File: config.mk
export PLATFORM = sky130hd
export DESIGN_NAME = gf256_horner_eval
export DESIGN_NICKNAME = d
export VERILOG_FILES = /design/src/rtl/gf256_pkg.sv /design/src/rtl/gf256_poly_mult_mastrovito.sv /design/src/rtl/gf256_horner_eval.sv
export SDC_FILE = /design/constraint.sdc
export NUM_CORES = 1
export LEC_CHECK = 0
export ABC_AREA = 1
export CAP_MARGIN = 10
export CELL_PAD_IN_SITES_DETAIL_PLACEMENT = 0
export CELL_PAD_IN_SITES_GLOBAL_PLACEMENT = 1
export CORE_MARGIN = 2
export CORE_UTILIZATION = 40
export CTS_CLUSTER_DIAMETER = 200
export DETAILED_ROUTE_END_ITERATION = 7
export PLACE_DENSITY = 0.85
export SLEW_MARGIN = 20
export SYNTH_ARGS = -nofsm -noshare
export SYNTH_HDL_FRONTEND = slang
export SYNTH_HIERARCHICAL = 1
export SYNTH_SLANG_ARGS = --single-unit
export TNS_END_PERCENT = 30
File: constraint.sdc
create_clock -name clk -period 3.5 [get_ports clk]
set_input_delay 0.7 -clock clk [delete_from_list [all_inputs] [get_ports clk]]
set_output_delay 0.7 -clock clk [all_outputs]
set_load 0.02 [all_outputs]
File: src/rtl/gf256_pkg.sv
// Shared GF(2^8) types and constants for the Horner evaluator and its multiplier.
// Field polynomial is x^8+x^4+x^3+x^2+1, the usual Reed-Solomon choice.
package gf256_pkg;

    localparam logic [8:0] GF256_FIELD_POLY = 9'h11D;

    typedef logic [7:0] gf256_t;

    typedef enum logic [1:0] {
        IDLE,
        ACCUM,
        DONE
    } state_t;

    // Multiply by x and fold bit 8 back using the field polynomial.
    function automatic gf256_t gf256_xtime(input gf256_t v);
        return {v[6:0], 1'b0} ^ (v[7] ? GF256_FIELD_POLY[7:0] : 8'h00);
    endfunction

endpackage

File: src/rtl/gf256_poly_mult_mastrovito.sv
// Combinational GF(2^8) multiplier in Mastrovito form: column i of the product
// matrix is a*x^i reduced mod the field polynomial, selected by bit i of b.
module gf256_poly_mult_mastrovito
    import gf256_pkg::*;
(
    input  gf256_t a,
    input  gf256_t b,
    output gf256_t p
);

    gf256_t col;

    always_comb begin
        col = a;
        p   = '0;
        for (int i = 0; i < 8; i++) begin
            if (b[i]) begin
                p = p ^ col;
            end
            col = gf256_xtime(col);
        end
    end

endmodule

File: src/rtl/gf256_horner_eval.sv
// Sequential GF(2^8) polynomial evaluator: acc <- acc*x ^ coef, one coefficient
// per cycle, highest degree first, with a result handshake at the end.
module gf256_horner_eval
    import gf256_pkg::*;
#(
    parameter  int MAX_LEN = 255,
    localparam int CW      = $clog2(MAX_LEN + 1)
) (
    input  logic          clk,
    input  logic          reset_n,
    input  logic          start,
    input  logic [7:0]    eval_point,
    input  logic          sym_valid,
    output logic          sym_ready,
    input  logic [7:0]    sym_data,
    input  logic          sym_last,
    output logic          result_valid,
    input  logic          result_ready,
    output logic [7:0]    result,
    output logic          overflow,
    output logic [CW-1:0] sym_count,
    output logic          busy
);

    localparam logic [CW-1:0] LAST_IDX = CW'(MAX_LEN - 1);

    state_t        state_q, state_d;
    gf256_t        acc_q, acc_d;
    gf256_t        x_q, x_d;
    logic [CW-1:0] count_q, count_d;
    logic          overflow_q, overflow_d;
    gf256_t        product;

    gf256_poly_mult_mastrovito u_mult (
        .a (acc_q),
        .b (x_q),
        .p (product)
    );

    always_comb begin
        state_d      = state_q;
        acc_d        = acc_q;
        x_d          = x_q;
        count_d      = count_q;
        overflow_d   = overflow_q;
        sym_ready    = 1'b0;
        result_valid = 1'b0;

        case (state_q)
            IDLE: begin
                if (start) begin
                    x_d        = eval_point;
                    acc_d      = '0;
                    count_d    = '0;
                    overflow_d = 1'b0;
                    state_d    = ACCUM;
                end
            end
            ACCUM: begin
                sym_ready = 1'b1;
                if (sym_valid) begin
                    acc_d   = product ^ sym_data;
                    count_d = count_q + CW'(1);
                    // sym_last wins over the length limit on the final slot.
                    if (sym_last) begin
                        overflow_d = 1'b0;
                        state_d    = DONE;
                    end else if (count_q == LAST_IDX) begin
                        overflow_d = 1'b1;
                        state_d    = DONE;
                    end
                end
            end
            DONE: begin
                result_valid = 1'b1;
                if (result_ready) begin
                    state_d = IDLE;
                end
            end
            default: begin
                state_d = IDLE;
            end
        endcase
    end

    always_ff @(posedge clk) begin
        if (!reset_n) begin
            state_q    <= IDLE;
            acc_q      <= '0;
            x_q        <= '0;
            count_q    <= '0;
            overflow_q <= 1'b0;
        end else begin
            state_q    <= state_d;
            acc_q      <= acc_d;
            x_q        <= x_d;
            count_q    <= count_d;
            overflow_q <= overflow_d;
        end
    end

    assign result    = acc_q;
    assign overflow  = overflow_q;
    assign sym_count = count_q;
    assign busy      = (state_q != IDLE);

endmodule

* Yosys cells after proc, flatten, opt, wreduce, memory -nomap -nowiden *
Index checks and enable logic that the tools add are counted.

storage, ports and cells
  register bits = 27
  input port bits = 22
  output and inout bits = 20
  logic and storage cells = 68

cells by class
  add/subtract/negate cells = 1
  eq/ne operators = 7
  muxes and demuxes = 33
  bitwise logic cells = 15
  reductions and logical operators = 7

operators with widths
  operator                                        count
  bitwise XOR 8 bit                               15
  2-to-1 mux 8 bit                                11
  2-to-1 mux 5 bit                                7
  one-hot mux 8 bit (2 select lines)              2
  2-to-1 mux 2 bit                                5
  adder 8 x 1 -> 8 bit (second input constant)    1
  == test 8 bit (second input constant)           1
  AND reduction 4 bit                             2
  2-to-1 mux 1 bit                                6
  inequality test 2 bit (second input constant)   3
  one-hot mux 2 bit (3 select lines)              1
  nonzero test 2 bit                              2
  inequality test 3 bit (second input constant)   1
  AND reduction 3 bit                             1
  == test 2 x 1 -> 1 bit (second input constant)  1
  == test 2 bit (second input constant)           1
  logical NOT 2 bit                               1
  one-hot mux 1 bit (2 select lines)              1
  AND reduction 2 bit                             1

* Longest topological paths before layout *
  depth in word-level cells = 19
  mapped depth = 18
  depth with buffers taken out = 18

* Hierarchy *
The synthesis kept the hierarchy.

by module, submodules not included
  module                      instances  cells an instance  area each (um^2)  seq. area each (um^2)
  gf256_poly_mult_mastrovito  1          326                1,512.7           0.0
  gf256_horner_eval           1          182                1,278.7           540.5

* Least setup slack after synthesis *
OpenSTA, ideal clock, no wires.

  kind = register -> register
  from = reg acc_q[7], in the netlist result[7]
  to = reg acc_q[5], in the netlist result[5]
  setup time = 121 ps
  arrival time = 1,917 ps
  required time = 3,379 ps
  slack = 1,462 ps
  cell stages (with the launch flop) = 18
  buffers on the path = 1
  period minus slack after synthesis = 2,038 ps
  path through = dfxtp_1 > buf_4 > nand2_1 > nand3_1 > nand2_2 > nor2_1 > inv_1 > nand2_1 > nand2_1 > nand2_1 > nand2_1 > nand2_1 > nand2_1 > nand2_1 > nand2_1 > or2_2 > nand3_1 > a21oi_1

on the way
  longest elaborated chain between the ends = 18
  elaborated cells between the ends (all ways) = 25
  classes of those cells = 11 x mux; 14 x bitwise

RTL lines
  item                                    RTL line                          source
  start: declaration                      gf256_horner_eval.sv:28           gf256_t acc_q, acc_d;
  start signal: assignment                gf256_horner_eval.sv:89           acc_q <= '0;
  start signal: assignment                gf256_horner_eval.sv:95           acc_q <= acc_d;
  2-to-1 mux 5 bit (*)                    gf256_pkg.sv:17                   return {v[6:0], 1'b0} ^ (v[7] ? GF256_FIELD_POLY[7:0] : 8'h00);
  bitwise XOR 8 bit (*) (2 in series)     gf256_pkg.sv:17
  bitwise XOR 8 bit                       gf256_poly_mult_mastrovito.sv:18  p = p ^ col;
  2-to-1 mux 8 bit                        gf256_poly_mult_mastrovito.sv:17  if (b[i]) begin
  bitwise XOR 8 bit                       gf256_poly_mult_mastrovito.sv:18
  2-to-1 mux 8 bit                        gf256_poly_mult_mastrovito.sv:17
  bitwise XOR 8 bit                       gf256_poly_mult_mastrovito.sv:18
  2-to-1 mux 8 bit                        gf256_poly_mult_mastrovito.sv:17
  [2 not listed]                          n/a
  bitwise XOR 8 bit                       gf256_poly_mult_mastrovito.sv:18
  2-to-1 mux 8 bit                        gf256_poly_mult_mastrovito.sv:17
  bitwise XOR 8 bit                       gf256_poly_mult_mastrovito.sv:18
  2-to-1 mux 8 bit (*)                    gf256_poly_mult_mastrovito.sv:17
  net product[5]                          gf256_horner_eval.sv:32           gf256_t product;
  bitwise XOR 8 bit (*)                   gf256_horner_eval.sv:62           acc_d = product ^ sym_data;
  2-to-1 mux 8 bit (*)                    gf256_horner_eval.sv:61           if (sym_valid) begin
  one-hot mux 8 bit (2 select lines) (*)  gf256_horner_eval.sv:49           case (state_q)

Mark *: on every way through the listed nets, which the timed path passes. The rest lies on a longest branch. The select of a mux whose other input is x is not followed.
A chain may end at the register's enable or synchronous reset.

* Worst setup path in the final report *
  from = reg acc_q[6], in the netlist result[6]
  to = reg acc_q[7], in the netlist result[7]

on the way
  longest elaborated chain between the ends = 18
  elaborated cells between the ends (all ways) = 25
  classes of those cells = 10 x mux; 15 x bitwise

RTL lines
  item                                    RTL line
  bitwise XOR 8 bit (*)                   gf256_pkg.sv:17
  bitwise XOR 8 bit                       gf256_poly_mult_mastrovito.sv:18
  2-to-1 mux 8 bit                        gf256_poly_mult_mastrovito.sv:17
  bitwise XOR 8 bit                       gf256_poly_mult_mastrovito.sv:18
  2-to-1 mux 8 bit                        gf256_poly_mult_mastrovito.sv:17
  bitwise XOR 8 bit                       gf256_poly_mult_mastrovito.sv:18
  2-to-1 mux 8 bit                        gf256_poly_mult_mastrovito.sv:17
  bitwise XOR 8 bit                       gf256_poly_mult_mastrovito.sv:18
  [3 not listed]                          n/a
  bitwise XOR 8 bit                       gf256_poly_mult_mastrovito.sv:18
  2-to-1 mux 8 bit                        gf256_poly_mult_mastrovito.sv:17
  bitwise XOR 8 bit                       gf256_poly_mult_mastrovito.sv:18
  2-to-1 mux 8 bit (*)                    gf256_poly_mult_mastrovito.sv:17
  net product[7]                          gf256_horner_eval.sv:32
  bitwise XOR 8 bit (*)                   gf256_horner_eval.sv:62
  2-to-1 mux 8 bit (*)                    gf256_horner_eval.sv:61
  one-hot mux 8 bit (2 select lines) (*)  gf256_horner_eval.sv:49

Marked as above.

==> results.md <==
- The run finished with clean final reports.
- Counting distinct cell types in the post-synthesis netlist gives 29.
- Setup violations remaining at the end of the flow were counted as 0.
- Once the clock tree was built, the setup fixing pass inserted 0 buffers.
- Summing internal, switching and leakage power gives 1930 uW.
- At the pin with the least slew margin, the transition time is 728 ps.
- The sequential cell area fraction in the yosys report is 19.4%.
- The total overflow left after global routing is 0.
- The most numerous cell in the Yosys netlist is sky130_fd_sc_hd__nand2_1.
- By area the synthesized netlist is led by sky130_fd_sc_hd__nand2_1 26%, sky130_fd_sc_hd__dfxtp_1 19%, sky130_fd_sc_hd__nand3_1 10%.
- The commonest register cell after synthesis is sky130_fd_sc_hd__dfxtp_1.
- For hold timing, the worst endpoint is overflow.
- The arrival time of data at the critical path endpoint is 2680 ps.
- The number of nets in the final layout is 567.
- The DRC violation count after routing is 0.
- VDD sags by at most 0.406 mV.
- In the synthesized netlist, the number of instances is 508.
- Net switching is 55.0% of the power.
- Setup repair after global routing left no endpoint under its margin.
- STA classifies the critical path startpoint as a flop.
- The area of the multi-input gates is 0.00196 mm2.
- Combinational cells account for 64.2% of the total power.
- The initial antenna violation count is 0.
- The via count of the first global-routing pass came to 2874.
- In this run the remaining antenna-violating nets after routing total 0.
- The internal power consumption is 869 uW.
- The total number of clock tree sinks is 27.
- The leakage power figure is 0.00146 uW.
- The yosys synthesis warning count is 6.
- During I/O placement, the number of pins put on the boundary was 42.
- The clock edge transition at the registers on the reported setup and hold paths is 110 ps.
- After routing the design area is 0.00328 mm2.
- The final instance count without filler cells is 622.
- The combined flip-flop and latch cell area is 541 um2.
- In this run the most critical hold path is launched from overflow.
- The highest clock rate is 397 MHz.
- The post-synthesis cell area is 0.00279 mm2.
- Hold is met by 496 ps.
- From synthesis to final layout, the design area changed by 17.5%.
- The number of optimization iterations in the first detailed-route pass is 6.
- The register-to-register path setup slack is 980 ps.
- The remaining max-slew budget at the tightest pin is 51.3%.
- After synthesis, the mean cell area works out to 5.49 um2.
- The setup clock skew after layout is 10.1 ps.
- The library cell occupying the most area in the post-synthesis netlist is sky130_fd_sc_hd__nand2_1.
- In this run the critical register-to-register path is launched from result[6].
- In this run the deepest clock path goes through 2 buffers.
- The final weighted congestion of routability-driven global placement is 0.898.
- The final hold violation count is 0.
- The final route contains 3126 vias.
- Of the post-synthesis cell area, the dominant cell type holds 26.4%.
- Of the cells placed in the final design, the portion with a size suffix greater than 1 is 7.20%.
- The number of CTS-inserted buffers is 3.
- The final routed wirelength across all metal layers is 8.07 mm.
- When the netlist entered floorplanning its net count stood at 532.
- The net switching component of the power is 1060 uW.
- The clock reaches the later pin of the worst-skew pair after 280 ps.
- The sequential share of power is 26.1%.
- The die covers 0.00766 mm2.
- The placed instance count is 618.
- The number of flops mapped to enable cells by yosys is 0.
- The detailed-placement wirelength estimate is 6.31 mm.
- The number of buffers inserted by port buffering is 41.
- The setup TNS is 0 ps.
- Once placement finished, the instance area stood at 0.00323 mm2.
- The initial utilization of the core area, before any placement, comes to 41.3%.
- The number of cells upsized or downsized after cts is 0.
- The shortest clock period the worst path allows after layout is 2520 ps.
- The chip height is 87.5 um.
- CTS built an H-tree with a depth of 1.
- The capturing element type of the critical path is a flop.
- The repair_antennas step left the layout with diodes totalling 0.
- The TritonCTS clock tree is built.
- The first global-routing pass estimated 13.5 mm of wire.
- The tool flagged a number of max-cap violations equal to 0.
- The number of cells traversed by the worst hold path is 2.
- Fill cells in the final layout number 734.
- After floorplanning, the core was sized to cover 0.00676 mm2.
- The number of pins with negative max-slew slack in the final report is 0.
- The startpoint-to-endpoint class of the critical path is flop to flop.
- The number of cells on the worst reg-to-reg path is 14.
- In this run, the number of DRC markers left after iteration 0 of detailed routing was 325.
- For this run, the total global-route usage over all layers was measured as 22.1%.
- The pin count of the biggest net entering global routing is 21.
- The commonest cells after synthesis are 196 x sky130_fd_sc_hd__nand2_1, 58 x sky130_fd_sc_hd__nand3_1, 52 x sky130_fd_sc_hd__nor2_1.
- The number of synthesized register bits is 27.
- The critical-path maximum fanout is 14.
- For the worst setup path, the data required time is 3660 ps.
- The beginning of the critical path is result[6].
- For this design, the CTS-stage hold fixing added 0 buffers.
- The horizontal extent of the die is 87.5 um.
- The total power density per cell area is 589 mW/mm2.
- The worst min-delay path class is flop to flop.
- The floorplan has 30 rows.
- The post-route clock period utilization is 71.9%.
- The final routed wire length divided by cell count is 13.0 um.
- The cell sitting at the root of the clock tree is a sky130_fd_sc_hd__clkbuf_8.
- The via density per instance is 5.03.
- After synthesis, the share of flip-flops with an asynchronous set or reset is 0%.
- The clock power share is 9.7%.
- The endpoint identified for the worst register-to-register timing path is result[7].
## final cells by class
type                       instances  share of cell area, %
multi-input combinational        412                   59.7
inverter                          56                   6.41
clock inverter                     1                  0.153
clock buffer                       3                   1.26
sequential                        27                   16.5
tap                               80                   3.05
timing repair buffer              43                   13.0
## layout by cell type, fill, tap and decap left out, types with 2 or more instances in the layout
cell / instances
sky130_fd_sc_hd__a21oi_1: 27
sky130_fd_sc_hd__buf_4: 2
sky130_fd_sc_hd__clkbuf_8: 3
sky130_fd_sc_hd__clkdlybuf4s50_1: 41
sky130_fd_sc_hd__dfxtp_1: 27
sky130_fd_sc_hd__ha_1: 2
sky130_fd_sc_hd__inv_1: 47
sky130_fd_sc_hd__inv_2: 8
sky130_fd_sc_hd__nand2_1: 196
sky130_fd_sc_hd__nand2_2: 8
sky130_fd_sc_hd__nand3_1: 58
sky130_fd_sc_hd__nand3b_1: 4
sky130_fd_sc_hd__nor2_1: 52
sky130_fd_sc_hd__nor2_2: 2
sky130_fd_sc_hd__nor3_1: 3
sky130_fd_sc_hd__o21ai_0: 10
sky130_fd_sc_hd__o21ai_1: 5
sky130_fd_sc_hd__or2_2: 9
sky130_fd_sc_hd__xnor2_1: 13
sky130_fd_sc_hd__xnor2_2: 3
sky130_fd_sc_hd__xor2_1: 14
## cells by family after synthesis
group | synth area share (%)
buffers and inverters | 10.5
and+or+nand+nor | 51.0
DFF | 19.4
xor gates and xnor gates | 10.2
AOI/OAI and AO/OA | 8.02
adders and majority gates | 0.896
## metrics by stage
step	worst slack, ps	utilization (%)
6_report	984	48.6
3_5_place_dp	1010	47.9
5_1_grt	693	48.6
3_3_place_gp	1020	47.9
2_1_floorplan	1460	-
4_1_cts	1010	48.6
## critical path, stage by stage, from the launching register on
cell,delay [ps]
sky130_fd_sc_hd__dfxtp_1,660
sky130_fd_sc_hd__inv_2,160
sky130_fd_sc_hd__nand2_1,130
sky130_fd_sc_hd__nand2_1,60
sky130_fd_sc_hd__nand2_1,90
sky130_fd_sc_hd__nand3_1,140
sky130_fd_sc_hd__nand2_1,190
sky130_fd_sc_hd__nand2_1,80
sky130_fd_sc_hd__xor2_1,190
sky130_fd_sc_hd__inv_1,60
sky130_fd_sc_hd__nand3_1,80
sky130_fd_sc_hd__nand2_1,110
sky130_fd_sc_hd__or2_2,290
sky130_fd_sc_hd__nand3_1,80
sky130_fd_sc_hd__a21oi_1,80
## power by group through the flow
| stage | Sequential [uW] | Combinational (uW) | Clock [uW] |
|---|---|---|---|
| floorplan | 454 | 957 | 0 |
| global placement | 510 | 1240 | 0 |
| detailed placement | 508 | 1240 | 0 |
| CTS | 500 | 1240 | 191 |
| global route | 512 | 1410 | 202 |
| finish | 504 | 1240 | 188 |
## how the worst max path moves through the flow
stage | end | slack (ps) | cells after the start
4_1_cts | result[7] | 1010 | 14
2_1_floorplan | result[5] | 1460 | 17
3_5_place_dp | sym_count[4] | 1010 | 5
6_report | result[7] | 980 | 14
5_1_grt | result[7] | 690 | 15
3_3_place_gp | result[7] | 1020 | 14
## sequential cells by signal, summed over array words and instances, names as in the netlist
name / count
result: 8
sym_count: 8
state_q: 2
overflow: 1
x_q: 8
## metal layers
metal | wire length, um | up-vias | global-route usage (%)
met5 | 0 | - | 0
met1 | 3870 | 1389 | 31.2
met4 | 78 | 0 | 4.48
met2 | 3800 | 84 | 37.1
li1 | - | 1645 | -
met3 | 325 | 8 | 1.79
Power figures use the tool's default switching activity.
